### config.mk
export PLATFORM = sky130hd
export DESIGN_NAME = fsk_frame_sequencer
export DESIGN_NICKNAME = d
export VERILOG_FILES = /design/src/rtl/fsk_frame_sequencer.sv
export SDC_FILE = /design/constraint.sdc
export NUM_CORES = 1
export LEC_CHECK = 0
export ABC_AREA = 1
export BUFFER_PORTS_ARGS = -buffer_cell sky130_fd_sc_hd__buf_2
export CORE_ASPECT_RATIO = 0.9
export CORE_UTILIZATION = 39
export DETAILED_ROUTE_END_ITERATION = 7
export HOLD_SLACK_MARGIN = 0.02
export PLACE_DENSITY_LB_ADDON = 0.05
export SKIP_CTS_REPAIR_TIMING = 1
export SLEW_MARGIN = 25
export SYNTH_ARGS = -nofsm -noshare
export SYNTH_HDL_FRONTEND = slang
export SYNTH_SLANG_ARGS = --single-unit
export TNS_END_PERCENT = 5
### constraint.sdc
create_clock -name clk -period 5.1 [get_ports clk]
set_clock_uncertainty 0.2 [all_clocks]
set_input_delay 0.51 -clock clk [delete_from_list [all_inputs] [get_ports clk]]
set_output_delay 0.51 -clock clk [all_outputs]
set_load 0.05 [all_outputs]
### src/rtl/fsk_frame_sequencer.sv
// Assembles fixed-layout command frames from UART bytes, validates them, latches the fields
// and runs the FSK modulator when the payload matches the trigger word. All outputs are registered.
module fsk_frame_sequencer #(
  parameter int           FRAME_BYTES    = 19,
  parameter int           TIMEOUT_CYCLES = 120000,
  parameter logic [127:0] TRIGGER_WORD   = 128'h1234_1234_1234_1234_1234_1234_1234_1234
) (
  input  logic         clk,
  input  logic         reset,
  input  logic [7:0]   rx_data,
  input  logic         rx_valid,
  input  logic         mod_done,
  output logic [127:0] payload,
  output logic [15:0]  symbol_time,
  output logic [3:0]   rep_factor,
  output logic         frame_valid,
  output logic         tx_start,
  output logic         mod_start,
  output logic         busy,
  output logic         frame_error,
  output logic         rx_overrun
);

  localparam int SH_W  = 8 * FRAME_BYTES;
  localparam int CNT_W = $clog2(FRAME_BYTES + 1);
  localparam int TMO_W = $clog2(TIMEOUT_CYCLES + 1);
  localparam logic [CNT_W-1:0] LAST_BYTE = CNT_W'(FRAME_BYTES - 1);
  localparam logic [TMO_W-1:0] TMO_LAST  = TMO_W'(TIMEOUT_CYCLES - 1);

  typedef enum logic [1:0] {S_IDLE, S_COLLECT, S_CHECK, S_MODULATE} state_t;

  state_t            state_q, state_d;
  logic [SH_W-1:0]   shreg_q, shreg_d;
  logic [CNT_W-1:0]  byte_cnt_q, byte_cnt_d;
  logic [TMO_W-1:0]  tmo_q, tmo_d;
  logic [127:0]      payload_q, payload_d;
  logic [15:0]       symbol_time_q, symbol_time_d;
  logic [3:0]        rep_factor_q, rep_factor_d;
  logic              frame_valid_q, frame_valid_d;
  logic              tx_start_q, tx_start_d;
  logic              mod_start_q, mod_start_d;
  logic              busy_q, busy_d;
  logic              frame_error_q, frame_error_d;
  logic              rx_overrun_q, rx_overrun_d;

  // Byte 0 sits at the top of the shift register once the whole frame is in.
  logic [127:0] frm_payload;
  logic [15:0]  frm_symbol;
  logic [3:0]   frm_rep;
  assign frm_payload = shreg_q[SH_W-1 -: 128];
  assign frm_symbol  = shreg_q[23:8];
  assign frm_rep     = shreg_q[3:0];

  always_comb begin
    state_d       = state_q;
    shreg_d       = shreg_q;
    byte_cnt_d    = byte_cnt_q;
    tmo_d         = tmo_q;
    payload_d     = payload_q;
    symbol_time_d = symbol_time_q;
    rep_factor_d  = rep_factor_q;
    mod_start_d   = mod_start_q;
    frame_valid_d = 1'b0;
    tx_start_d    = 1'b0;
    frame_error_d = 1'b0;
    rx_overrun_d  = 1'b0;

    case (state_q)
      S_IDLE: begin
        if (rx_valid) begin
          shreg_d    = {shreg_q[SH_W-9:0], rx_data};
          byte_cnt_d = CNT_W'(1);
          tmo_d      = '0;
          state_d    = S_COLLECT;
        end
      end
      S_COLLECT: begin
        // A byte arriving in the expiry cycle keeps the frame alive.
        if (rx_valid) begin
          shreg_d    = {shreg_q[SH_W-9:0], rx_data};
          byte_cnt_d = byte_cnt_q + CNT_W'(1);
          tmo_d      = '0;
          if (byte_cnt_q == LAST_BYTE) state_d = S_CHECK;
        end else if (tmo_q == TMO_LAST) begin
          frame_error_d = 1'b1;
          byte_cnt_d    = '0;
          tmo_d         = '0;
          state_d       = S_IDLE;
        end else begin
          tmo_d = tmo_q + TMO_W'(1);
        end
      end
      S_CHECK: begin
        rx_overrun_d = rx_valid;
        byte_cnt_d   = '0;
        tmo_d        = '0;
        state_d      = S_IDLE;
        if (frm_symbol == 16'h0 || frm_rep == 4'h0) begin
          frame_error_d = 1'b1;
        end else begin
          payload_d     = frm_payload;
          symbol_time_d = frm_symbol;
          rep_factor_d  = frm_rep;
          frame_valid_d = 1'b1;
          tx_start_d    = 1'b1;
          if (frm_payload == TRIGGER_WORD) begin
            mod_start_d = 1'b1;
            state_d     = S_MODULATE;
          end
        end
      end
      S_MODULATE: begin
        rx_overrun_d = rx_valid;
        if (mod_done) begin
          mod_start_d = 1'b0;
          state_d     = S_IDLE;
        end
      end
      default: state_d = S_IDLE;
    endcase

    busy_d = (state_d != S_IDLE);
  end

  always_ff @(posedge clk) begin
    if (reset) begin
      state_q       <= S_IDLE;
      shreg_q       <= '0;
      byte_cnt_q    <= '0;
      tmo_q         <= '0;
      payload_q     <= '0;
      symbol_time_q <= '0;
      rep_factor_q  <= '0;
      frame_valid_q <= 1'b0;
      tx_start_q    <= 1'b0;
      mod_start_q   <= 1'b0;
      busy_q        <= 1'b0;
      frame_error_q <= 1'b0;
      rx_overrun_q  <= 1'b0;
    end else begin
      state_q       <= state_d;
      shreg_q       <= shreg_d;
      byte_cnt_q    <= byte_cnt_d;
      tmo_q         <= tmo_d;
      payload_q     <= payload_d;
      symbol_time_q <= symbol_time_d;
      rep_factor_q  <= rep_factor_d;
      frame_valid_q <= frame_valid_d;
      tx_start_q    <= tx_start_d;
      mod_start_q   <= mod_start_d;
      busy_q        <= busy_d;
      frame_error_q <= frame_error_d;
      rx_overrun_q  <= rx_overrun_d;
    end
  end

  assign payload     = payload_q;
  assign symbol_time = symbol_time_q;
  assign rep_factor  = rep_factor_q;
  assign frame_valid = frame_valid_q;
  assign tx_start    = tx_start_q;
  assign mod_start   = mod_start_q;
  assign busy        = busy_q;
  assign frame_error = frame_error_q;
  assign rx_overrun  = rx_overrun_q;

endmodule

==> out/qor.yml, run 1 <==
antenna_found_initial: 0
drtIter0Drc: 657
hold_ws_ns: 0.0448
wl_per_cell_microns: 15.2
cts.root.buffer_cell: "clkbuf_16"
final_cell_mix: "329 x dfxtp_1, 269 x a21oi_1, 243 x o21ai_0"
p_per_area_mw_per_mm2: 410
viasPerCell: 4.86
die_w_microns: 188
num-nets-final: 1669
grt_pass1_wl_microns: 50500
h-tree-depth: 2
grt_max_degree: 184
setup_viol_count_final: 0
layout-drive-gt1-share: 0.150
hp-class: "in2reg"
via_count: 10115
synth_top_cell_area_share: 0.544
worstPathRequired_ns: 5.29
reg2reg_from: "state_q[1]$_SDFF_PP0_"
dpl.cell_count: 2014
startpoint: "state_q[1]$_SDFF_PP0_"
grtUsageTotal: 0.196
yosysSeqAreaShare: 0.544
peakVddDrop_mv: 0.215
slew_headroom: 0.334
grt_pass1_vias: 9199
slew_violations: 0
detail-route-antenna-nets: 0
start_util: 0.401
synth_cell_types: 36
worst_slew_pin_slew_ns: 0.999
fin_crit_ns: 3.14
dr.pass1.iters: 5
hp-start: "rx_data[5]"
fin_cells: 2081
netlist_area_sq_mm: 0.0121
r2r_setup_slack_ns: 1.96
rows: 60
p_total_w: 0.00587
fin_crit_sh: 0.615
yosysTopAreaCell: "dfxtp_1"
rsz0062_at_grt: "false"
final_common_cell: "dfxtp_1"
outcome: "finished clean"
synth-main-ff-cell: "dfxtp_1"
clk_path_buf_depth: 3
io_buffers: 165
cap_violations: 0
worstPathMaxFanout: 83
p_leak_nw: 5.95
synth_edf_count: 0
arrival_ns: 3.33
cp-start-kind: "flop"
routed_wirelength_microns: 31600
synth_cells: 1538
clk_pin_slew_ns: 0.06
floorplan.die_area_sq_mm: 0.0317
cts.sinks: 329
setup_tns_ns: 0
post-dp-hpwl_microns: 20100
hold_viol: 0
synthArstFlopShare: 0
finalWeightedCongestion: 0.830
synth_nets: 1558
die_y_microns: 169
cts_tree: "yes"
clock_latency_ns: 0.51
pin_count: 166
numCtsBuffers: 36
core_sq_mm: 0.0302
drc_errors: 0
synth.avg_cell_area_sq_um: 7.87
max_freq_mhz: 319
synth_warnings: 0
critical_path_class: "reg2reg"
synth-seq-cells: 329
area_growth_pct: 18.3
gr-total-overflow: 0
fin_util: 0.474
endpoint_kind: "flop"
ys_top_cells_by_area: "dfxtp_1 54%, a21oi_1 11%, o21ai_0 10%, nand2_1 7.2%, nor2_1 5.1%"
area by class of cell:
type                            count  area (sq um)
Antenna cell                        1          2.50
Clock buffer                       55          1110
Clock inverter                     11          87.6
Fill cell                        3074         15900
Inverter                          117           453
Multi-Input combinational cell    992          4660
Sequential cell                   329          6590
Tap cell                          403           504
Timing Repair Buffer              173           898
routing by layer:
| layer | track usage | up-vias | routed length [microns] |
|---|---|---|---|
| li1 | - | 5275 | - |
| met1 | 0.297 | 4626 | 16700 |
| met2 | 0.289 | 173 | 13300 |
| met3 | 0.0276 | 41 | 1040 |
| met4 | 0.0530 | 0 | 583 |
| met5 | 0 | - | 0 |
through the flow:
step	area [sq um]	setup slack [ns]
finish	14300	1.96
CTS	14300	1.97
global placement	13100	2.06
detailed placement	13100	1.98
floorplan	12100	3.14
global route	14300	1.61
cell families (layout without fill, tap and decap cells):
group           count (synthesis)  after routing  share of synthesized area
compound gates                517            517                      0.216
xor+xnor                        9              9                    0.00652
fa+ha+maj                       8              8                    0.00827
buf+inv                       217            356                     0.0712
flops                         329            329                      0.544
other cells                     0              1                          0
simple gates                  458            458                      0.154
synth_stat cells (all sizes together) (8+ instances only):
master	number
nand4	11
buf	34
dfxtp	329
nor2	169
inv	117
clkbuf	66
a21oi	270
nand2	234
nand3	19
ha	8
o21ai	243
nor3	11
registers in the layout, indices dropped and copies added (netlist names), 2 cells and up:
signal       cells
tmo_q           17
rep_factor       4
payload        128
state_q          2
byte_cnt_q       5
shreg_q        152
symbol_time     16
critical path: stages, from the launching register on:
cell and delay [ns]:
dfxtp_1 0.35, inv_1 0.14, ha_1 0.25, nand2_1 0.15, nand2_4 0.57, clkinv_2 0.58, buf_4 0.44, o21ai_0 0.21
a21oi_1 0.05
final timing paths:
kind         cells past startpoint                        end
max                              8  shreg_q[105]$_SDFFE_PP0P_
min                              3    shreg_q[5]$_SDFFE_PP0P_
max reg2reg                      8  shreg_q[105]$_SDFFE_PP0P_
min reg2reg                      2   payload[57]$_SDFFE_PP0P_
where the power goes:
part / switching [W] / internal (W) / total, W
Combinational: 0.000326 / 0.000129 / 0.000455
Sequential: 0.000104 / 0.00271 / 0.00282
Clock: 0.00104 / 0.00156 / 0.00259
Total: 0.00147 / 0.00440 / 0.00587
(Power assumes the default switching activity.)
==> inputs of run 2 (changes only) <==
==> constraint.sdc (replaced) <==
create_clock -name clk -period 3.1 [get_ports clk]
set_clock_uncertainty 0.2 [all_clocks]
set_input_delay 0.31 -clock clk [delete_from_list [all_inputs] [get_ports clk]]
set_output_delay 0.31 -clock clk [all_outputs]
set_load 0.05 [all_outputs]
==> run 2 against run 1 <==
Compared with the run above:
- non-clock buffer count increased by 13
- maximum frequency grew 33%
- first-iteration DRC count increased by 6.4%
- count of clock-buffer cells in the layout fell by 3
- highest routed layer unchanged
- via count grew 0.46%
- combinational power is 69% higher
- power increased by 60%
==> out/qor.yml, run 2 (synthesized netlist as in run 1, its figures left out) <==
outcome: "finished clean"  # unchanged
p_sw_w: 0.00235  # was 0.00147 W
cp-start-kind: "flop"  # unchanged
antenna_found_initial: 0  # unchanged
max_freq_mhz: 424  # was 319 MHz
hold_ws_ns: 0.0101  # was 0.0448 ns
largest_reg_flops: 152  # unchanged
final_common_cell: "dfxtp_1"  # unchanged
startpoint: "state_q[1]$_SDFF_PP0_"  # unchanged
fin_crit_ns: 2.36  # was 3.14 ns
pwr-share-comb: 0.082  # was 0.078
grt_max_degree: 196  # was 184
grt_pass1_vias: 9416  # was 9199
clkPwrFrac: 0.425  # was 0.442
wl_per_cell_microns: 14.9  # was 15.2 microns
endpoint_kind: "flop"  # unchanged
clk_pin_slew_ns: 0.06  # about the same
grt_pass1_wl_microns: 50700  # was 50500 microns
cap_violations: 0  # unchanged
num-nets-final: 1682  # was 1669
p_int_w: 0.00704  # was 0.00440 W
fin_crit_sh: 0.761  # was 0.615
final_cell_mix: "329 x dfxtp_1, 269 x a21oi_1, 243 x o21ai_0"  # unchanged
cts.root.buffer_cell: "clkbuf_16"  # unchanged
clk_path_buf_depth: 3  # unchanged
setup_tns_ns: 0  # unchanged
gr-total-overflow: 0  # unchanged
detail-route-antenna-nets: 0  # unchanged
worstPathMaxFanout: 39  # was 83
critical_path_class: "reg2reg"  # unchanged
numCtsBuffers: 36  # unchanged
rows: 60  # unchanged
drtIter0Drc: 699  # was 657
peakVddDrop_mv: 0.290  # was 0.215 mV
clock_latency_ns: 0.50  # was 0.51 ns
p_seq_frac: 0.493  # was 0.480
arrival_ns: 2.54  # was 3.33 ns
rsz0062_at_grt: "false"  # unchanged
start_util: 0.401  # unchanged
hold_viol: 0  # unchanged
setup_viol_count_final: 0  # unchanged
top_layer_used: "met4"  # unchanged
grtUsageTotal: 0.195  # was 0.196
layout-drive-gt1-share: 0.146  # was 0.150
p_per_area_mw_per_mm2: 653  # was 410 mW/mm^2
die_w_microns: 188  # unchanged
h-tree-depth: 2  # unchanged
slew_violations: 0  # unchanged
reg2reg_from: "state_q[1]$_SDFF_PP0_"  # unchanged
met2WireLength_microns: 13500  # was 13300 microns
viasPerCell: 4.87  # was 4.86
floorplan.die_area_sq_mm: 0.0317  # unchanged
io_buffers: 165  # unchanged
top_register: "shreg_q"  # unchanged
post-dp-hpwl_microns: 20200  # was 20100 microns
routed_wirelength_microns: 31100  # was 31600 microns
finalWeightedCongestion: 0.780  # was 0.830
hp-start: "rx_valid"  # was rx_data[5]
antenna_cells: 0  # was 1
met3_length_microns: 1230  # was 1040 microns
die_y_microns: 169  # unchanged
hp-class: "in2reg"  # unchanged
cts_tree: "yes"  # unchanged
pin_count: 166  # unchanged
area_growth_pct: 18.9  # was 18.3%
cts.sinks: 329  # unchanged
slew_headroom: 0.454  # was 0.334
worst_slew_pin_slew_ns: 0.819  # was 0.999 ns
dr.pass1.iters: 4  # was 5
p_leak_nw: 5.96  # was 5.95 nW
swShare: 0.250  # about the same
drc_errors: 0  # unchanged
worstPathRequired_ns: 3.28  # was 5.29 ns
wl_met1_microns: 15900  # was 16700 microns
core_sq_mm: 0.0302  # unchanged
via_count: 10162  # was 10.1k
## run 2: worst max-delay path: stages (launching register included)
cell and delay, ns:
dfxtp_1 0.35, inv_1 0.12, ha_1 0.25, nand2_1 0.16
nand2_4 0.11, clkinv_2 0.44, buf_12 0.37, o21ai_0 0.17
a21oi_1 0.05
## run 2: power groups by stage
| stage | clock network (W) | registers, W | logic, W |
|---|---|---|---|
| 2_1_floorplan | 0 | 0.00466 | 0.000570 |
| 3_5_place_dp | 0 | 0.00472 | 0.000764 |
| 6_report | 0.00399 | 0.00463 | 0.000767 |
| 3_3_place_gp | 0 | 0.00472 | 0.000755 |
| 4_1_cts | 0.00411 | 0.00463 | 0.000768 |
| 5_1_grt | 0.00427 | 0.00466 | 0.000893 |
## run 2: final timing paths
check / endpoint / slack [ns] / cells after the start
setup / recovery: shreg_q[3]$_SDFFE_PP0P_ / 0.74 / 8
hold / removal: rx_overrun$_SDFF_PP0_ / 0.01 / 3
setup reg to reg: shreg_q[3]$_SDFFE_PP0P_ / 0.74 / 8
hold reg to reg: payload[95]$_SDFFE_PP0P_ / 0.26 / 2
## run 2: area by class of cell
class,count,area [sq um]
fillers,3123,15800
repair buffers,186,1090
clock buffers,52,1050
well taps,403,504
multi-input cells,992,4660
flip-flops and latches,329,6590
clock inverters,6,35.0
inverters,117,453
## run 2: through the flow
| stage | worst slack, ns | total power [W] | utilization | cell area (sq um) | instances |
|---|---|---|---|---|---|
| floorplan | 1.14 | 0.00523 | - | 12100 | 1538 |
| global placement | 0.780 | 0.00548 | 0.438 | 13200 | 2018 |
| detailed placement | 0.734 | 0.00548 | 0.438 | 13200 | 2018 |
| CTS | 0.728 | 0.00951 | 0.474 | 14300 | 2076 |
| global route | 0.476 | 0.00983 | 0.477 | 14400 | 2085 |
| finish | 0.742 | 0.00939 | 0.477 | 14400 | 2085 |
## run 2: metal layers
layer  vias to the layer above  track usage
met4                         0       0.0438
met2                       191        0.293
met5                         -            0
met3                        44       0.0319
met1                      4621        0.290
li1                       5306            -
